### src/rtl/stack_unit_if.sv
// Push/pop command and stack status bundle between the controller datapath and the operand stack.
interface stack_unit_if #(
    parameter int unsigned WIDTH = 8,
    parameter int unsigned PTR_W = 4
);
    logic             push;
    logic             pop;
    logic [WIDTH-1:0] din;
    logic             clr_err;
    logic [WIDTH-1:0] tos;
    logic [WIDTH-1:0] nos;
    logic [PTR_W:0]   count;
    logic             empty;
    logic             full;
    logic             ack;
    logic             err_ovf;
    logic             err_udf;

    modport master (
        output push, pop, din, clr_err,
        input  tos, nos, count, empty, full, ack, err_ovf, err_udf
    );

    modport slave (
        input  push, pop, din, clr_err,
        output tos, nos, count, empty, full, ack, err_ovf, err_udf
    );
endinterface

### src/rtl/stack_unit.sv
// Hardware operand stack: one push/pop/replace per clock with registered top/next-on-stack,
// occupancy and sticky overflow/underflow flags.
module stack_unit #(
    parameter int unsigned WIDTH = 8,
    parameter int unsigned DEPTH = 16,
    parameter int unsigned PTR_W = 4
) (
    input  logic         clk,
    input  logic         rst,
    stack_unit_if.slave  bus
);
    localparam int unsigned CNT_W = PTR_W + 1;
    localparam logic [CNT_W-1:0] CNT_FULL = CNT_W'(DEPTH);

    logic [WIDTH-1:0] mem [DEPTH];

    logic [CNT_W-1:0] count_q, count_d;
    logic [WIDTH-1:0] tos_q, tos_d;
    logic [WIDTH-1:0] nos_q, nos_d;
    logic             ack_q, ack_d;
    logic             ovf_q, ovf_d;
    logic             udf_q, udf_d;

    logic             is_empty, is_full;
    logic             do_push, do_pop, do_repl;
    logic             mem_we;
    logic [PTR_W-1:0] wr_idx;
    logic [CNT_W-1:0] idx_m1, idx_m2, idx_m3;

    assign is_empty = (count_q == '0);
    assign is_full  = (count_q == CNT_FULL);

    // Push+pop on an empty stack degrades to a plain push; on a non-empty stack it replaces the top.
    assign do_repl = bus.push & bus.pop & ~is_empty;
    assign do_push = bus.push & ((~bus.pop & ~is_full) | (bus.pop & is_empty));
    assign do_pop  = bus.pop & ~bus.push & ~is_empty;

    assign idx_m1 = count_q - CNT_W'(1);
    assign idx_m2 = count_q - CNT_W'(2);
    assign idx_m3 = count_q - CNT_W'(3);

    // Next-state: operands below the valid depth read as zero, so stale storage never leaks out.
    always_comb begin
        count_d = count_q;
        tos_d   = tos_q;
        nos_d   = nos_q;
        ack_d   = 1'b0;
        mem_we  = 1'b0;
        wr_idx  = PTR_W'(count_q);
        if (do_push) begin
            mem_we  = 1'b1;
            count_d = count_q + CNT_W'(1);
            tos_d   = bus.din;
            nos_d   = tos_q;
            ack_d   = 1'b1;
        end else if (do_repl) begin
            mem_we  = 1'b1;
            wr_idx  = PTR_W'(idx_m1);
            tos_d   = bus.din;
            ack_d   = 1'b1;
        end else if (do_pop) begin
            count_d = idx_m1;
            tos_d   = (count_q >= CNT_W'(2)) ? mem[PTR_W'(idx_m2)] : '0;
            nos_d   = (count_q >= CNT_W'(3)) ? mem[PTR_W'(idx_m3)] : '0;
            ack_d   = 1'b1;
        end
        ovf_d = (ovf_q & ~bus.clr_err) | (bus.push & ~bus.pop & is_full);
        udf_d = (udf_q & ~bus.clr_err) | (bus.pop & ~bus.push & is_empty);
    end

    always_ff @(posedge clk or negedge rst) begin
        if (!rst) begin
            count_q <= '0;
            tos_q   <= '0;
            nos_q   <= '0;
            ack_q   <= 1'b0;
            ovf_q   <= 1'b0;
            udf_q   <= 1'b0;
        end else begin
            count_q <= count_d;
            tos_q   <= tos_d;
            nos_q   <= nos_d;
            ack_q   <= ack_d;
            ovf_q   <= ovf_d;
            udf_q   <= udf_d;
        end
    end

    // Storage is deliberately left unreset; the read guards above make its contents irrelevant.
    always_ff @(posedge clk) begin
        if (mem_we) begin
            mem[wr_idx] <= bus.din;
        end
    end

    assign bus.tos     = tos_q;
    assign bus.nos     = nos_q;
    assign bus.count   = count_q;
    assign bus.empty   = is_empty;
    assign bus.full    = is_full;
    assign bus.ack     = ack_q;
    assign bus.err_ovf = ovf_q;
    assign bus.err_udf = udf_q;
endmodule

### src/flat_wrapper.sv
// flat-port wrapper written by rule: the top's interface ports become plain ports
module stack_unit_flat 
#(
    parameter int unsigned WIDTH = 8,
    parameter int unsigned DEPTH = 16,
    parameter int unsigned PTR_W = 4
)
  (clk, rst, bus_push, bus_pop, bus_din, bus_clr_err, bus_tos, bus_nos, bus_count, bus_empty, bus_full, bus_ack, bus_err_ovf, bus_err_udf);
  stack_unit_if #(.WIDTH(WIDTH), .PTR_W(PTR_W)) bus_i ();
  input  logic clk;
  input  logic rst;
  input wire logic [$bits(bus_i.push)-1:0] bus_push;
  input wire logic [$bits(bus_i.pop)-1:0] bus_pop;
  input wire logic [$bits(bus_i.din)-1:0] bus_din;
  input wire logic [$bits(bus_i.clr_err)-1:0] bus_clr_err;
  output wire logic [$bits(bus_i.tos)-1:0] bus_tos;
  output wire logic [$bits(bus_i.nos)-1:0] bus_nos;
  output wire logic [$bits(bus_i.count)-1:0] bus_count;
  output wire logic [$bits(bus_i.empty)-1:0] bus_empty;
  output wire logic [$bits(bus_i.full)-1:0] bus_full;
  output wire logic [$bits(bus_i.ack)-1:0] bus_ack;
  output wire logic [$bits(bus_i.err_ovf)-1:0] bus_err_ovf;
  output wire logic [$bits(bus_i.err_udf)-1:0] bus_err_udf;
  assign bus_i.push = bus_push;
  assign bus_i.pop = bus_pop;
  assign bus_i.din = bus_din;
  assign bus_i.clr_err = bus_clr_err;
  assign bus_tos = bus_i.tos;
  assign bus_nos = bus_i.nos;
  assign bus_count = bus_i.count;
  assign bus_empty = bus_i.empty;
  assign bus_full = bus_i.full;
  assign bus_ack = bus_i.ack;
  assign bus_err_ovf = bus_i.err_ovf;
  assign bus_err_udf = bus_i.err_udf;
  stack_unit #(.WIDTH(WIDTH), .DEPTH(DEPTH), .PTR_W(PTR_W)) u_core (.clk(clk), .rst(rst), .bus(bus_i));
endmodule
### config.mk
export PLATFORM = sky130hd
export DESIGN_NAME = stack_unit_flat
export DESIGN_NICKNAME = d
export VERILOG_FILES = /design/src/rtl/stack_unit_if.sv /design/src/rtl/stack_unit.sv /design/src/flat_wrapper.sv
export SDC_FILE = /design/constraint.sdc
export NUM_CORES = 1
export LEC_CHECK = 0
export ABC_AREA = 1
export ABC_CLOCK_PERIOD_IN_PS = 6350
export BUFFER_PORTS_ARGS = -buffer_cell sky130_fd_sc_hd__buf_2
export CORE_UTILIZATION = 64
export CTS_CLUSTER_SIZE = 12
export DETAILED_ROUTE_END_ITERATION = 8
export GPL_ROUTABILITY_DRIVEN = 0
export MAX_ROUTING_LAYER = met4
export PLACE_DENSITY = 0.83
export SLEW_MARGIN = 20
export SYNTH_ARGS = -nofsm -noshare
export SYNTH_HDL_FRONTEND = slang
export SYNTH_SLANG_ARGS = --single-unit
### constraint.sdc
create_clock -name clk -period 6.35 [get_ports clk]
set_clock_uncertainty 0.1 [all_clocks]
set_input_delay 0.3175 -clock clk [delete_from_list [all_inputs] [get_ports clk]]
set_output_delay 0.3175 -clock clk [all_outputs]
set_load 0.005 [all_outputs]
; ---- Word level (Yosys, flattened, before mapping)
; Memories as Yosys holds them, arrays and structs flattened.
; Cells that the tools add are included.
[word_totals]
register_bits = 24
ramBits = 128
inputBits = 13
out_inout_bits = 26
elab_cells = 59
memories = 1
[mem_list]
columns = name, words, width, read_ports, rd_ports_with_merged_regs, write_ports, line_no
row1 = u_core.mem, 16, 8, 2, 0, 1, stack_unit.sv:15  ; logic [WIDTH-1:0] mem [DEPTH];
[classes]
add_sub_neg = 4
n_lt_le_gt_ge = 2
n_eq_ne = 2
mux = 20
n_bitwise = 20
reduce_logical = 4
[ops]
columns = op, n
row1 = 2-to-1 mux 8 bit, 8
row2 = 2-to-1 mux 5 bit, 3
row3 = AND 1 bit, 12
row4 = greater-or-equal comparator 5 x 2 -> 1 bit (second input constant), 2
row5 = 2-to-1 mux 4 bit, 2
row6 = subtractor 4 x 2 -> 4 bit (second input constant), 2
row7 = 2-to-1 mux 1 bit, 7
row8 = adder 5 x 1 -> 5 bit (second input constant), 1
row9 = equality test 5 bit (second input constant), 1
row10 = zero test 5 bit, 1
row11 = NOT 1 bit, 5
row12 = subtractor 5 x 1 -> 5 bit (second input constant), 1
row13 = bitwise OR 1 bit, 3
row14 = nonzero test 3 bit, 1
row15 = inequality test 2 x 1 -> 1 bit (second input constant), 1
row16 = AND reduction 2 bit, 1
row17 = nonzero test 2 bit, 1

; ---- Longest topological paths before layout
; Gate-level depths: netlist of the first run.
[depth]
word_depth = 8
ltp_mapped = 13
depth_no_buf = 11

; ---- Worst setup path before layout of the first run
; OpenSTA, ideal clock, no wires.
[synth_path]
path_type = register to register
start = register u_core.count_q[1] (netlist: u_core.bus.count[1])
end = memory u_core.mem[1][0] (enable)
setup_ns = 0.370
t_arrival_ns = 2.435
required_ns = 5.880
path_slack_ns = 3.444
stages_incl_launch_ff = 12
cell_sequence = dfrtp_1 buf_2 clkinv_1 clkbuf_1 ha_1 xnor2_4 inv_2 nand2_1 nand2_1 o21ai_2 nand3_2 nor2_1
[synth_via]
elab_chain_len = 8
[synth_rtl]
columns = item, line_no
row1 = start: declaration, stack_unit.sv:17  ; logic [CNT_W-1:0] count_q, count_d;
row2 = start signal: assignment, stack_unit.sv:80  ; count_q <= count_d;
row3 = equality test 5 bit, stack_unit.sv:31  ; assign is_full = (count_q == CNT_FULL);
row4 = NOT 1 bit, stack_unit.sv:35  ; assign do_push = bus.push & ((~bus.pop & ~is_full) | (bus.pop & is_empty));
row5 = AND 1 bit, stack_unit.sv:35
row6 = bitwise OR 1 bit, stack_unit.sv:35
row7 = AND 1 bit, stack_unit.sv:35
row8 = 2-to-1 mux 1 bit, stack_unit.sv:50  ; if (do_push) begin
row9 = 2-to-1 mux 1 bit, stack_unit.sv:91  ; if (mem_we) begin
row10 = 2-to-1 mux 1 bit (not written as such), stack_unit.sv:92  ; mem[wr_idx] <= bus.din;
row11 = end: declaration, stack_unit.sv:15
; Several ways; a longest one is shown, not always the timed one.

; ---- Worst setup path in the final report of the first run
[layout_path]
start = register u_core.count_q[0] (netlist: u_core.bus.count[0])
end = register u_core.nos_q[4] (netlist: u_core.bus.nos[4])
[layout_via]
elab_chain_len = 7
[layout_rtl]
columns = item, line_no
row1 = "parallel branches: the longest is 7 deep, another holds memory (16 x 8 bit)", n/a
row2 = end signal: assignment, stack_unit.sv:82  ; nos_q <= nos_d;
row3 = end: declaration, stack_unit.sv:19  ; logic [WIDTH-1:0] nos_q, nos_d;
; Parallel ways; which one is timed is not known. The select of a mux whose other input is x is not followed.
; A chain may end at the register's enable or synchronous reset.

==> results.json, run 1 <==
{
  "status": "finished, final reports clean",
  "maxSlewHeadroom_pct": 37.4,
  "cp_max_fo": 56,
  "setup_violations": 0,
  "fin_setup_tns_ns": 0,
  "dieArea_um2": 13300,
  "wire_per_inst_um": 19.7,
  "cp_num_buf_inv": 2,
  "grt.met2_usage_pct": 51.6,
  "timing.fmax_mhz": 220,
  "top_usage_layer": "met2",
  "fin_ws_ns": 1.80,
  "nets": 1010,
  "end_kind": "flop",
  "peakVddDrop_mv": 0.313,
  "crit_chain": "clkinv_2 > ha_1 > clkinv_1 > nand3_1 > nand3_1 > nand3_1 > nand3_1 > a21oi_1",
  "fin_hold_ws_ns": 0.0819,
  "place_ws_ns": 2.01,
  "nFillCells": 905,
  "crit_family": "buffers and inverters",
  "cts_tree": "done",
  "seqCellArea_um2": 4450,
  "slew_violations": 0,
  "utilization_pct": 72.1,
  "clk_path_buf_depth": 2,
  "postRouteAntennaNets": 0,
  "hpwl_um": 15100,
  "synth_flop_cell": "edfxtp_1",
  "vias": 7133,
  "wirelength_um": 23100,
  "synth_cell_type_count": 30,
  "reg2reg_depth": 8,
  "min_period_ns": 4.55,
  "cts-resized-gates": 0,
  "clock-sinks": 152,
  "critical_path.max_stage_delay_ns": 1.05,
  "ys_seq_elements": 152,
  "power_density_nw_per_um2": 557,
  "grt_max_degree": 95,
  "htree_levels": 4,
  "synth_edf_count": 128,
  "reg2reg_slack_ns": 1.80,
  "core_um2": 12600,
  "leakagePower_nw": 4.04,
  "clock-root-buffer": "clkbuf_16",
  "post_dp_cell_area_um2": 8380,
  "use_met3_pct": 12.1,
  "maxCapViolCount": 0,
  "die_y_um": 115,
  "antenna_found_initial": 0,
  "yosysMostFrequentCell": "nand2_1",
  "final_layout_size_suffix_gt1_share_pct": 9.68,
  "via_per_inst": 6.08,
  "r2r-end": "u_core.bus.nos[4]$_DFFE_PN0P_",
  "r2r-start": "u_core.bus.count[0]$_DFFE_PN0P_",
  "ioPinCount": 39,
  "synth-warning-count": 0,
  "async_flop_share_pct": 15.8,
  "stdcell_count": 1174,
  "netlist_instances": 980,
  "worstMarginPinSlew_ns": 0.936,
  "grt_usage_pct": 37.9,
  "drtIter0Drc": 1515,
  "synth-seq-area-share_pct": 54.1,
  "num_rows": 41,
  "netlist.area_leader.share_pct": 46.8,
  "dp_cells": 1140,
  "finalHoldViolCount": 0,
  "finalPower_mw": 5.04,
  "clock_latency_ns": 0.43,
  "multi_input_area_um2": 3040,
  "design_area_um2": 9060,
  "syn_area_per_cell_um2": 8.38,
  "holdCritStartpoint": "bus_pop",
  "synthesis.nets": 1001,
  "drcViolationCount": 0,
  "finalCritPeriodShare_pct": 71.6,
  "start_util_pct": 65.3,
  "cp-endpoint": "u_core.bus.nos[4]$_DFFE_PN0P_",
  "syn_area_um2": 8210,
  "dr.pass1.iters": 7,
  "cpMaxStageDelayCell": "ha_1",
  "rsz0062_at_grt": "false",
  "grt_pass1_vias": 6361,
  "grt_use_met1_pct": 50.7,
  "grt_pass1_wl_um": 35300,
  "numCtsBuffers": 17,
  "crit_type": "flop to flop",
  "synth.area.top_cells": "edfxtp_1 (47%), nand2_1 (14%), nand3_1 (13%), dfrtp_1 (7.3%), inv_1 (5.1%)",
  "worstHoldPathType": "input port to flop",
  "die_w_um": 115,
  "cts.clk_slew.worst_paths_ns": 0.06,
  "crit_start": "u_core.bus.count[0]$_DFFE_PN0P_",
  "cp-start-kind": "flop",
  "synth_commonest_cells": "nand2_1 (314), nand3_1 (217), edfxtp_1 (128), inv_1 (112), a21oi_1 (42)",
  "worst_ep_required_time_ns": 6.60,
  "overflow": 0,
  "worst-path-stages": 8,
  "arrival_ns": 4.80,
  "n_antenna_cell": 0,
  "crit_path_frequent_cell": "nand3_1",
  "syn2layout_area_growth_pct": 10.3,
  "port-buffer-count": 38,
  "yosysTopAreaCell": "edfxtp_1"
}
-- area by class of cell --
class                      count  area share (%)
clock buffer                  24            5.43
clock inverter                 8            1.85
inverter                     121            5.03
multi-input combinational    652            33.5
sequential                   152            49.1
tap                          172            2.38
timing repair buffer          45            2.73
-- per-layer routing --
metal | vias up | wire (µm)
met5 | - | 0
met4 | 0 | 974
met3 | 79 | 3320
met2 | 596 | 9870
met1 | 3224 | 8940
li1 | 3234 | -
-- logic make-up after synthesis --
kind of cell,share of synthesized area (%)
compound gates,3.86
xor+xnor,1.26
fa+ha+maj,1.22
buf+inv,8.91
flops,54.1
simple gates,30.6
-- timing repair --
action	in CTS	in global routing
setup buffers	0	0
endpoints found under the hold margin	25	0
hold buffers	2	0
-- flip-flops by register name, summed over array words and instances (netlist names) --
register / flops
u_core.bus.ack: 1
u_core.bus.count: 5
u_core.bus.err_ovf: 1
u_core.bus.err_udf: 1
u_core.bus.nos: 8
u_core.bus.tos: 8
u_core.mem: 128
-- how the worst min path moves through the flow --
stage / end / slack (ns) / cells past startpoint
2_1_floorplan: u_core.bus.ack$_DFF_PN0_ / -0.08 / 0
3_3_place_gp: u_core.bus.ack$_DFF_PN0_ / 0.22 / 1
3_5_place_dp: u_core.bus.ack$_DFF_PN0_ / 0.23 / 1
4_1_cts: u_core.bus.err_ovf$_DFF_PN0_ / 0.08 / 2
5_1_grt: u_core.bus.err_ovf$_DFF_PN0_ / 0.10 / 2
6_report: u_core.bus.err_ovf$_DFF_PN0_ / 0.08 / 2
-- cell usage in the layout, fill, tap and decap left out --
| cell | Yosys | routed |
|---|---|---|
| o21ai_2 | 2 | 2 |
| xnor2_2 | 1 | 1 |
| a21oi_1 | 42 | 42 |
| dfrtp_1 | 24 | 23 |
| clkbuf_8 | 0 | 4 |
| edfxtp_1 | 128 | 128 |
| clkinvlp_4 | 0 | 1 |
| nand3_2 | 6 | 6 |
| buf_4 | 5 | 5 |
| clkbuf_16 | 0 | 17 |
| o21ai_1 | 5 | 5 |
| nand3_4 | 1 | 1 |
| clkinv_1 | 2 | 2 |
| o32ai_1 | 1 | 1 |
| nand3_1 | 217 | 217 |
| buf_2 | 30 | 38 |
| nor4_1 | 1 | 1 |
| dfrtp_4 | 0 | 1 |
| xnor2_4 | 1 | 1 |
| xor2_2 | 1 | 1 |
| clkinv_2 | 0 | 3 |
| nand2_1 | 314 | 314 |
| nand2_2 | 2 | 2 |
| ha_1 | 8 | 8 |
| a22oi_1 | 1 | 1 |
| nor2_1 | 32 | 32 |
| o211ai_1 | 1 | 1 |
| inv_1 | 112 | 112 |
| xor2_1 | 5 | 5 |
| inv_2 | 7 | 6 |
| dlygate4sd3_1 | 0 | 2 |
| clkbuf_1 | 12 | 3 |
| o21ai_0 | 8 | 8 |
| nor2_4 | 3 | 3 |
| bufinv_16 | 0 | 5 |
-- worst register-to-register path: stages, from the launching register on --
cell      delay, ns
dfrtp_4        0.77
clkinv_2       0.75
ha_1           1.05
clkinv_1       0.92
nand3_1        0.37
nand3_1        0.11
nand3_1        0.14
nand3_1        0.11
a21oi_1        0.15
-- power by group --
part	internal, mW	switching (mW)	leakage (nW)
Sequential	1.24	0.158	1.44
Clock	0.738	0.382	0.320
Combinational	0.744	1.78	2.28
Note: power is estimated with default switching activity, not from simulation.
==> inputs of run 2 (changes only) <==
--- a/config.mk
+++ b/config.mk
@@ -5,15 +5,15 @@
 export SDC_FILE = /design/constraint.sdc
 export NUM_CORES = 1
 export LEC_CHECK = 0
-export ABC_AREA = 1
-export ABC_CLOCK_PERIOD_IN_PS = 6350
+export ABC_AREA = 0
+export ABC_CLOCK_PERIOD_IN_PS = 3900
 export BUFFER_PORTS_ARGS = -buffer_cell sky130_fd_sc_hd__buf_2
-export CORE_UTILIZATION = 64
+export CORE_UTILIZATION = 55
 export CTS_CLUSTER_SIZE = 12
 export DETAILED_ROUTE_END_ITERATION = 8
 export GPL_ROUTABILITY_DRIVEN = 0
 export MAX_ROUTING_LAYER = met4
-export PLACE_DENSITY = 0.83
+export PLACE_DENSITY = 0.76
 export SLEW_MARGIN = 20
 export SYNTH_ARGS = -nofsm -noshare
 export SYNTH_HDL_FRONTEND = slang
==> constraint.sdc (replaced) <==
create_clock -name clk -period 3.9 [get_ports clk]
set_clock_uncertainty 0.1 [all_clocks]
set_input_delay 0.195 -clock clk [delete_from_list [all_inputs] [get_ports clk]]
set_output_delay 0.195 -clock clk [all_outputs]
set_load 0.005 [all_outputs]
==> results.json, run 2 <==
{
  "wire_per_inst_um": 29.6,
  "dr.pass1.iters": 5,
  "clock_latency_ns": 0.42,
  "reg2reg_depth": 7,
  "r2r-start": "u_core.bus.count[0]$_DFFE_PN0P_",
  "grt_pass1_wl_um": 29400,
  "clock-sinks": 152,
  "regMostFlops": "u_core.mem",
  "netlist_instances": 437,
  "multi_input_area_um2": 2820,
  "grt_pass1_vias": 4690,
  "syn2layout_area_growth_pct": 13.9,
  "synth_edf_count": 128,
  "cts.clk_slew.worst_paths_ns": 0.07,
  "layout_common_cells": "edfxtp_1 (128), mux4_2 (65), o21ai_0 (42)",
  "fin_setup_tns_ns": 0,
  "die_y_um": 119,
  "grt_max_degree": 42,
  "finalHoldViolCount": 0,
  "synth_commonest_cells": "edfxtp_1 (128), mux4_2 (65), o21ai_0 (42), dfrtp_1 (24), nor2_1 (24)",
  "status": "finished, final reports clean",
  "syn_area_um2": 7500,
  "nFillCells": 901,
  "synth.area.top_cells": "edfxtp_1 (51%), mux4_2 (20%), dfrtp_1 (8.0%), o21ai_0 (2.8%), mux4_1 (2.5%)",
  "netlist.area_leader.share_pct": 51.3,
  "overflow": 0,
  "maxSlewHeadroom_pct": 19.9,
  "syn_area_per_cell_um2": 17.2,
  "end_kind": "flop",
  "largest_reg_flops": 128,
  "vias": 4751,
  "antenna_found_initial": 0,
  "crit_start": "u_core.bus.count[0]$_DFFE_PN0P_",
  "nets": 510,
  "hpwl_um": 12400,
  "n_antenna_cell": 0,
  "crit_type": "flop to flop",
  "numCtsBuffers": 17,
  "arrival_ns": 3.34,
  "setup_violations": 0,
  "htree_levels": 4,
  "timing.fmax_mhz": 295,
  "via_per_inst": 7.01,
  "grt_usage_pct": 31.0,
  "worst_ep_required_time_ns": 3.84,
  "async_flop_share_pct": 15.8,
  "finalCritPeriodShare_pct": 87.1,
  "worstMarginPinSlew_ns": 1.20,
  "yosysTopAreaCell": "edfxtp_1",
  "final_common_cell": "edfxtp_1",
  "port-buffer-count": 38,
  "postRouteAntennaNets": 0,
  "core_um2": 13300,
  "ys_seq_elements": 152,
  "design_area_um2": 8540,
  "drcViolationCount": 0,
  "leakagePower_nw": 2.95,
  "cp-start-kind": "flop",
  "cp_max_fo": 8,
  "num_rows": 42,
  "r2r-end": "u_core.mem[1][4]$_DFFE_PP_",
  "synth_flop_cell": "edfxtp_1",
  "cts_tree": "done",
  "seqCellArea_um2": 4450,
  "synth-warning-count": 0,
  "cts-resized-gates": 0,
  "clock-root-buffer": "clkbuf_16",
  "maxCapViolCount": 0,
  "synthesis.nets": 458,
  "final_layout_size_suffix_gt1_share_pct": 34.9,
  "reg2reg_slack_ns": 0.50,
  "worstHoldPathType": "input port to flop",
  "synth_cell_type_count": 48,
  "ioPinCount": 39,
  "clk_path_buf_depth": 2,
  "finalPower_mw": 7.16,
  "start_util_pct": 56.4,
  "rsz0062_at_grt": "false",
  "wirelength_um": 20100,
  "drtIter0Drc": 743,
  "yosysMostFrequentCell": "edfxtp_1",
  "peakVddDrop_mv": 0.453,
  "slew_violations": 0,
  "power_density_nw_per_um2": 838,
  "cp-endpoint": "u_core.mem[1][4]$_DFFE_PP_",
  "die_w_um": 119,
  "post_dp_cell_area_um2": 7910,
  "min_period_ns": 3.40,
  "dieArea_um2": 14100,
  "synth-seq-area-share_pct": 59.3
}
[run 2: cell types whose count changed after synthesis, sizes merged, moves of 29 or more]
cell | before | now
a21oi | 42 | 5
inv | 119 | 17
mux4 | 0 | 72
nand2 | 316 | 10
nand3 | 224 | 1
o21ai | 15 | 44
[run 2: area by class of cell]
type                       instances  share of cell area (%)
clock buffer                      17                    4.98
clock inverter                    15                    2.11
inverter                          18                   0.791
multi-input combinational        238                    33.1
sequential                       152                    52.1
tap                              176                    2.58
timing repair buffer              62                    4.39
[run 2: metal layers]
metal | wire length [µm] | GRT usage (%)
met1 | 7670 | 41.1
met2 | 9420 | 45.8
met3 | 2490 | 9.89
met4 | 484 | 10.1
met5 | 0 | -
[run 2: power by group]
part	internal [mW]	total [mW]	switching [mW]
registers	2.04	2.20	0.158
logic	1.58	3.29	1.71
clock network	0.921	1.67	0.751
[run 2: worst max-delay path, cell delays in order (launching register included)]
cell	delay [ns]
dfrtp_4	0.47
inv_1	0.15
ha_1	0.22
or4b_1	0.60
nand2_1	0.27
nand2_1	0.09
a2bb2oi_1	0.19
nor2_1	0.92
[run 2: repair_timing]
action | in CTS | in global routing
setup buffers | 0 | 0
hold buffers | 2 | 0
hold endpoints to repair | 26 | 0
[run 2: cells by family (layout without fill, tap and decap cells)]
group                      Yosys count  after routing  synth area share [%]
DFF                                152            152                  59.3
adders and majority gates            8              8                  1.33
AOI/OAI and AO/OA                   88             88                  8.53
xor gates and xnor gates             7              7                 0.818
buffers and inverters               47            112                  3.19
muxes                               78             78                  22.9
and+or+nand+nor                     57             57                  4.00
[run 2: how the worst min path moves through the flow]
| stage | startpoint | endpoint | slack (ns) | cells after the start |
|---|---|---|---|---|
| global placement | rst | u_core.bus.count[3]$_DFFE_PN0P_ | 0.15 | 1 |
| global route | bus_pop | u_core.bus.err_udf$_DFF_PN0_ | 0.05 | 3 |
| CTS | bus_pop | u_core.bus.err_udf$_DFF_PN0_ | 0.03 | 3 |
| finish | bus_pop | u_core.bus.err_udf$_DFF_PN0_ | 0.04 | 3 |
| detailed placement | rst | u_core.bus.err_udf$_DFF_PN0_ | 0.17 | 1 |
| floorplan | rst | u_core.bus.ack$_DFF_PN0_ | -0.20 | 0 |
[run 2: through the flow]
stage | setup slack [ns] | utilization [%] | cells | hold WS (ns)
2_1_floorplan | 0.592 | - | 437 | -0.201
3_3_place_gp | 0.678 | 59.5 | 644 | 0.155
3_5_place_dp | 0.396 | 59.5 | 644 | 0.171
4_1_cts | 0.379 | 64.2 | 678 | 0.0252
5_1_grt | 0.380 | 64.2 | 678 | 0.0488
6_report | 0.505 | 64.2 | 678 | 0.0405
